--- src/rtl/dac_instr_queue.sv ---
// Per-channel latest-value buffer feeding the DAC serial controller.
// Pending channels are issued one word per controller transaction, round-robin.
module dac_instr_queue #(
    parameter int W_CHAN = 5,
    parameter int N_CHAN = 8,
    parameter int W_DATA = 16,
    parameter int W_OVR  = 16
) (
    input  logic              clk_in,
    input  logic              rst_in,
    input  logic              dv_in,
    input  logic [W_CHAN-1:0] chan_in,
    input  logic [W_DATA-1:0] data_in,
    input  logic              dac_rdy_in,
    output logic              dv_out,
    output logic [W_CHAN-1:0] chan_out,
    output logic [W_DATA-1:0] data_out,
    output logic [W_OVR-1:0]  ovr_count_out
);

    localparam int W_IDX = (N_CHAN > 1) ? $clog2(N_CHAN) : 1;

    // Handshake: dv_out is a one-cycle strobe issued only from IDLE while
    // dac_rdy_in is high; the controller must drop dac_rdy_in (seen in
    // WAIT_LOW) before another word may be issued.
    typedef enum logic {
        IDLE     = 1'b0,
        WAIT_LOW = 1'b1
    } state_t;

    state_t             state_q, state_d;
    logic [N_CHAN-1:0]  pend_q, pend_d;
    logic [W_DATA-1:0]  data_buf_q [N_CHAN];
    logic [W_IDX-1:0]   rr_ptr_q, rr_ptr_d;
    logic               dv_out_q, dv_out_d;
    logic [W_CHAN-1:0]  chan_out_q, chan_out_d;
    logic [W_DATA-1:0]  data_out_q, data_out_d;
    logic [W_OVR-1:0]   ovr_q, ovr_d;

    logic [W_IDX-1:0]   sel;
    logic [W_IDX-1:0]   cand;
    logic [W_IDX-1:0]   wr_idx;
    logic               found;
    logic               any;
    logic               wr_ok;
    logic               issue;
    logic               ovr_hit;

    // Round-robin search starting at rr_ptr_q
    always_comb begin
        sel   = '0;
        cand  = '0;
        found = 1'b0;
        for (int i = 0; i < N_CHAN; i++) begin
            cand = W_IDX'((int'(rr_ptr_q) + i) % N_CHAN);
            if (!found && pend_q[cand]) begin
                found = 1'b1;
                sel   = cand;
            end
        end
    end

    assign any     = |pend_q;
    assign wr_idx  = chan_in[W_IDX-1:0];
    assign wr_ok   = dv_in && (int'(chan_in) < N_CHAN);
    assign issue   = (state_q == IDLE) && dac_rdy_in && any;
    // A write colliding with the issue of the same channel is not an overwrite
    assign ovr_hit = wr_ok && pend_q[wr_idx] && !(issue && (sel == wr_idx));

    always_comb begin
        state_d    = state_q;
        pend_d     = pend_q;
        rr_ptr_d   = rr_ptr_q;
        dv_out_d   = 1'b0;
        chan_out_d = chan_out_q;
        data_out_d = data_out_q;
        ovr_d      = ovr_q;

        case (state_q)
            IDLE: begin
                if (issue) begin
                    dv_out_d    = 1'b1;
                    chan_out_d  = W_CHAN'(sel);
                    data_out_d  = data_buf_q[sel];
                    pend_d[sel] = 1'b0;
                    rr_ptr_d    = (int'(sel) == N_CHAN - 1) ? '0 : sel + 1'b1;
                    state_d     = WAIT_LOW;
                end
            end
            WAIT_LOW: begin
                if (!dac_rdy_in) begin
                    state_d = IDLE;
                end
            end
            default: state_d = IDLE;
        endcase

        // Applied after the issue clear so a same-edge write keeps the channel pending
        if (wr_ok) begin
            pend_d[wr_idx] = 1'b1;
        end

        if (ovr_hit && (ovr_q != '1)) begin
            ovr_d = ovr_q + 1'b1;
        end
    end

    always_ff @(posedge clk_in) begin
        if (rst_in) begin
            state_q    <= IDLE;
            pend_q     <= '0;
            rr_ptr_q   <= '0;
            dv_out_q   <= 1'b0;
            chan_out_q <= '0;
            data_out_q <= '0;
            ovr_q      <= '0;
        end else begin
            state_q    <= state_d;
            pend_q     <= pend_d;
            rr_ptr_q   <= rr_ptr_d;
            dv_out_q   <= dv_out_d;
            chan_out_q <= chan_out_d;
            data_out_q <= data_out_d;
            ovr_q      <= ovr_d;
        end
    end

    // Data storage is deliberately left out of reset
    always_ff @(posedge clk_in) begin
        if (wr_ok) begin
            data_buf_q[wr_idx] <= data_in;
        end
    end

    assign dv_out        = dv_out_q;
    assign chan_out      = chan_out_q;
    assign data_out      = data_out_q;
    assign ovr_count_out = ovr_q;

endmodule
--- config.mk ---
export PLATFORM = sky130hd
export DESIGN_NAME = dac_instr_queue
export DESIGN_NICKNAME = d
export VERILOG_FILES = /design/src/rtl/dac_instr_queue.sv
export SDC_FILE = /design/constraint.sdc
export NUM_CORES = 1
export LEC_CHECK = 0
export ABC_AREA = 1
export CAP_MARGIN = 15
export CORE_ASPECT_RATIO = 0.5
export CORE_MARGIN = 3
export CORE_UTILIZATION = 65
export CTS_BUF_LIST = sky130_fd_sc_hd__clkbuf_4
export CTS_CLUSTER_DIAMETER = 40
export DETAILED_ROUTE_END_ITERATION = 12
export PLACE_DENSITY = 0.87
export SYNTH_ARGS = -nofsm -noshare
export SYNTH_HDL_FRONTEND = slang
export SYNTH_SLANG_ARGS = --single-unit
--- constraint.sdc ---
create_clock -name clk_in -period 8.3 [get_ports clk_in]
set_input_delay 2.075 -clock clk_in [delete_from_list [all_inputs] [get_ports clk_in]]
set_output_delay 2.075 -clock clk_in [all_outputs]
set_load 0.01 [all_outputs]
==> impl_metrics.tcl <==
set metrics [dict create \
    clk_pin_slew_ps 150 \
    layout-drive-gt1-share 0.0821 \
    syn_to_final_growth_pct 11.6 \
    post_cts_buffers 0 \
    placed_cell_area_mm2 0.00896 \
    hold_path.class "reg -> reg" \
    grt_max_degree 82 \
    critPathSlowestCell "nor2_1" \
    arrival_ps 5830 \
    initial_utilization 0.684 \
    max-cap-violations 0 \
    crit_top_cell "inv_1" \
    cts-root-buf "clkbuf_4" \
    dpl.cell_count 1119 \
    grt_first_pass_wirelength_um 30600 \
    status "finished clean" \
    numCtsBuffers 17 \
    via_count 6585 \
    insertedDiodeCount 0 \
    antenna_found_initial 0 \
    nets 1002 \
    clock.fmax_mhz 187 \
    ys_warn_count 0 \
    cts_max_path_buffers 2 \
    layout.cells.most_common "nand2_1" \
    period_minus_slack_ps 5360 \
    endpoint_kind "register" \
    drt_iter0_markers 884 \
    cts_sinks 176 \
    ant_nets 0 \
    fp-row-count 28 \
    grt_usage 0.273 \
    tightestPinTransition_ps 1110 \
    path_buf_inv 4 \
    cts_tree "yes" \
    synth_adder_area_share 0.00453 \
    final_cells 1152 \
    worstPathCellList "clkdlybuf4s50_1 > inv_1 > nor3_1 > inv_1 > nor2_1 > inv_1 > o21ai_0 > a21oi_1" \
    grt_pass1_vias 6210 \
    via_per_inst 5.72 \
    crit_family "simple AND/OR/NAND/NOR gates" \
    dieWidth_um 166 \
    fin_crit_sh 0.646 \
    wire_per_inst_um 16.5 \
    synth_top_cell_area_share 0.463 \
    setup_violations 0 \
    yosys_most_used_dff "edfxtp_1" \
    synth_compound_area_frac 0.0533 \
    htreeDepth 4 \
    ys_seq_elements 176 \
    muxShareOfSynthArea 0 \
    yosys-top-cells-area "edfxtp_1 46%, nand2_1 17%, dfxtp_1 12%" \
    ios 63 \
    rsz0062_at_grt "no" \
    slowest_delay_ps 1020 \
    dieArea_mm2 0.0142 \
    cp_max_fo 20 \
    cts_resized 0 \
    clk_latency_ps 590 \
    core_region_area_mm2 0.0121 \
    finClkSkew_ps 28.3 \
    netlist_instances 920 \
    yosysSeqAreaShare 0.579 \
    yosys.area.top_type "edfxtp_1" \
    p_per_area_mw_per_mm2 220 \
    synth_area_mm2 0.00829 \
    crit_required_ps 8770 \
    synth_edf_count 128 \
    yosysUniqueCellTypes 36 \
    yosys.area_share.simple 0.276 \
    fin_tns_setup_ps 0 \
    ir_drop_v 0.000165 \
    path_class "in -> reg" \
    ctsHoldBuffers 0 \
    finalMaxSlewViolations 0 \
    place.port_buffers 60 \
    hold_viol 0 \
    leakagePower_uw 0.00379 \
    synth_top_family_by_area "simple AND/OR/NAND/NOR gates" \
    max_slew_margin 0.257 \
    async_reset_ff_frac 0 \
    dp_hpwl_um 12100 \
    startpoint_type "primary input" \
    firstDrtPassIters 8 \
    avgSynthCellArea_um2 9.02 \
    gp_congestion 0.904 \
    route.detailed.drc 0 \
    routed_wl_um 19000 \
    overflow 0 \
    die_h_um 85.9 \
    final_util 0.764 \
    synthXorXnorAreaFrac 0.0226 \
    stdcell_area_mm2 0.00926 \
    mostFrequentLayoutCells "367 x nand2_1, 128 x edfxtp_1, 88 x nand3_1" \
]
-- synth_stat cells, types with 3 or more instances --
library cell,number
clkbuf_1,16
o211ai_2,10
buf_2,8
xnor2_2,3
nand4_1,7
a31oi_1,4
nand2_1,367
xor2_1,7
nand2_2,3
o211ai_1,10
nand3_1,88
dfxtp_1,48
ha_1,3
buf_6,8
nand3_2,5
edfxtp_1,128
buf_4,5
a21oi_1,26
xnor2_1,7
o21ai_0,7
inv_2,7
nor3_1,11
nor2_4,3
inv_1,74
nor2_1,49
-- per-layer routing --
metal	track usage	vias to the layer above	part of all wire
met5	0	-	0
met4	0.0853	0	0.022
met3	0.0603	59	0.10
met2	0.463	339	0.47
met1	0.361	3047	0.40
li1	-	3140	-
-- cells by family after synthesis --
family,count (synthesis)
and+or+nand+nor,540
DFF,176
buffers and inverters,118
AOI/OAI and AO/OA,64
xor gates and xnor gates,18
adders and majority gates,3
other,1
-- tightest hold or removal path, delay by kind of cell, from the launching register on --
kind	cells	cell delay, ps
DFF	1	340
and+or+nand+nor	1	60
AOI/OAI and AO/OA	1	60
-- power breakdown --
group / internal (µW) / total [µW] / leakage, µW / switching, µW
Clock: 140 / 481 / 0.000158 / 341
Combinational: 178 / 589 / 0.00209 / 412
Sequential: 958 / 970 / 0.00154 / 12.4
Total: 1280 / 2040 / 0.00379 / 765
-- sequential cells by signal, indices dropped and copies added (netlist names) --
signal / count
pend_q: 8
state_q: 1
ovr_count_out: 16
data_out: 16
dv_out: 1
chan_out: 3
rr_ptr_q: 3
data_buf_q: 128
-- stage by stage --
step | total power [µW] | setup slack [ps] | hold WS (ps)
after detailed placement | 1570 | 2420 | 470
after global placement | 1550 | 2760 | 466
final | 2040 | 2940 | 490
after global routing | 2150 | 2720 | 509
after floorplan | 1440 | 4420 | 443
after CTS | 2030 | 3020 | 489
-- layout make-up --
type / count / area [µm²]
clock inverter: 15 / 160
sequential: 176 / 4800
inverter: 81 / 304
clock buffer: 17 / 128
fill: 808 / 2860
timing repair buffer: 71 / 687
multi-input combinational: 627 / 2970
tap: 165 / 206
-- worst paths after layout --
| check | slack, ps | end | cells past startpoint | start |
|---|---|---|---|---|
| max | 2940 | pend_q[5] | 8 | dac_rdy_in |
| min | 490 | state_q | 2 | state_q |
| max reg2reg | 3270 | pend_q[3] | 18 | rr_ptr_q[0] |
| min reg2reg | 490 | state_q | 2 | state_q |
(Power assumes the default switching activity.)
==> edit: new RTL, config.mk and constraints unchanged <==
Register the output `ovr_count_out` once more, with the module's reset; this adds one clock of latency there. The other outputs are not delayed to match.
--- a/src/rtl/dac_instr_queue.sv
+++ b/src/rtl/dac_instr_queue.sv
@@ -135,6 +135,12 @@
     assign dv_out        = dv_out_q;
     assign chan_out      = chan_out_q;
     assign data_out      = data_out_q;
-    assign ovr_count_out = ovr_q;
+    always_ff @(posedge clk_in) begin
+        if (rst_in) begin
+            ovr_count_out <= '0;
+        end else begin
+            ovr_count_out <= ovr_q;
+        end
+    end
 
 endmodule
Formal check against the unedited RTL: not equivalent (a bounded check fails within 4 cycles, from zero or initial values and one cycle with rst_in high).
==> edit against the unedited design <==
Setup slack improved by 0.84 ns; final area increased by 4.6%; count of clock-buffer cells in the layout unchanged; worst hold slack got worse by 0.014 ns; wire length increased by 0.93%; utilization decreased by 0.95 points; sequential cell count increased by 16; total power increased by 4.3%; synthesized area increased by 4.7%; combinational power decreased by 3.6%; largest cell class unchanged.
==> edit: results <==
metrics = {
    "layout": {
        "fillerInstances": 859,
        "layout-drive-gt1-share_pct": 7.98,
        "nets": 1017,
        "diodes": 0,
        "largest_reg_flops": 128,
    },
    "cts": {
        "path_clk_slew_ns": 0.17,
        "post_cts_resized": 0,
        "cts_root_buf": "clkbuf_4",
        "insertion_delay_ns": 0.58,
        "post-cts-setup-buffer-count": 0,
        "cts_made_buffers": 17,
        "ctsHtreeMaxLevel": 4,
    },
    "routing": {
        "met2_length_mm": 9.26,
        "drt_first_pass_iters": 5,
        "met3WireLength_mm": 1.46,
        "highest_layer": "met4",
        "drtIter0Drc": 614,
        "num_vias": 6725,
        "wl_per_cell_um": 16.4,
        "wl_met1_mm": 8.15,
    },
    "worst_setup_path": {
        "r2r_slack_ns": 3.78,
        "slowest_stage": "inv_2",
        "crit_fanout": 37,
        "timing.rr.end": "data_out[1]",
        "max_stage_delay_ns": 0.87,
        "path_delay_family": "simple AND/OR/NAND/NOR gates",
        "r2r_start": "rr_ptr_q[1]",
        "reg2reg_depth": 20,
        "critPathArrivalTime_ns": 5.00,
    },
    "power_and_ir_drop": {
        "p_per_area_nw_per_um2": 220,
        "ir_worst_vdd_v": 0.000114,
        "p_leak_nw": 3.79,
    },
    "logic_synthesis": {
        "ys_async_sr_fraction_pct": 0,
        "synthDistinctLibCells": 39,
        "seq_area_frac_synth_pct": 59.0,
        "synth_commonest_cells": "nand2_1, edfxtp_1, inv_1",
        "synth_edf_count": 128,
        "ys_warn_count": 0,
        "synthFlopType": "edfxtp_1",
        "synth_area_leaders": "edfxtp_1, dfxtp_1, nand2_1, inv_1, nor2_1",
    },
    "sta": {
        "worstMarginPinSlew_ns": 1.01,
        "fin_skew_ns": 0.0280,
    },
    "global_routing": {
        "grt_use_met3_pct": 6.22,
        "grt_pass1_vias": 6193,
        "grt_use_met2_pct": 43.8,
        "antenna_found_initial": 0,
        "grt_start_max_net_pins": 83,
        "grt_first_pass_wirelength_mm": 29.9,
        "track_usage_pct": 25.8,
        "met1_usage_pct": 33.4,
    },
    "worst_hold_path": {
        "holdCritPathClass": "flip-flop to flip-flop",
        "min_to": "ovr_q[15]",
        "min_from": "ovr_q[15]",
    },
    "placed_design": {
        "placed_cell_area_um2": 9370,
        "dp_hpwl_mm": 12.1,
        "io_buffer_count": 60,
        "place_congestion": 0.901,
    },
    "outcome": {
        "status": "complete, no violations",
    },
}
[edit: through the flow]
step	std cells	hold slack [ns]	worst slack (ns)
6_report	1172	0.476	3.78
3_3_place_gp	1140	0.448	3.84
3_5_place_dp	1140	0.456	3.76
4_1_cts	1172	0.477	3.82
5_1_grt	1172	0.501	3.39
2_1_floorplan	940	0.441	4.56
[edit: cell families after synthesis]
family	Yosys count	share of synthesized area (%)
flops	192	59.0
other cells	1	0.0432
simple gates	510	25.8
buf+inv	133	6.42
fa+ha+maj	3	0.432
xor+xnor	16	2.13
compound gates	84	6.18
[edit: power by group]
group	switching [W]	total (W)	internal, W	leakage [nW]
Clock	0.000367	0.000512	0.000145	0.164
Combinational	0.000393	0.000568	0.000176	1.96
Sequential	0.0000126	0.00105	0.00104	1.67
Total	0.000772	0.00213	0.00136	3.79
[edit: worst max path at each step]
| stage | start | end | slack (ns) | cells after the start |
|---|---|---|---|---|
| 2_1_floorplan | chan_in[0] | ovr_q[10] | 4.56 | 8 |
| 3_3_place_gp | dac_rdy_in | pend_q[2] | 3.84 | 9 |
| 3_5_place_dp | dac_rdy_in | pend_q[1] | 3.76 | 9 |
| 4_1_cts | rr_ptr_q[0] | data_out[5] | 3.82 | 21 |
| 5_1_grt | rr_ptr_q[0] | data_out[1] | 3.39 | 20 |
| 6_report | rr_ptr_q[1] | data_out[1] | 3.78 | 20 |
[edit: cell type report]
| cell class | count | area share (%) |
|---|---|---|
| clock inverters | 15 | 1.92 |
| clock buffers | 17 | 1.32 |
| well taps | 170 | 2.20 |
| multi-input cells | 615 | 31.0 |
| repair buffers | 71 | 7.05 |
| inverters | 92 | 3.56 |
| flip-flops and latches | 192 | 52.9 |
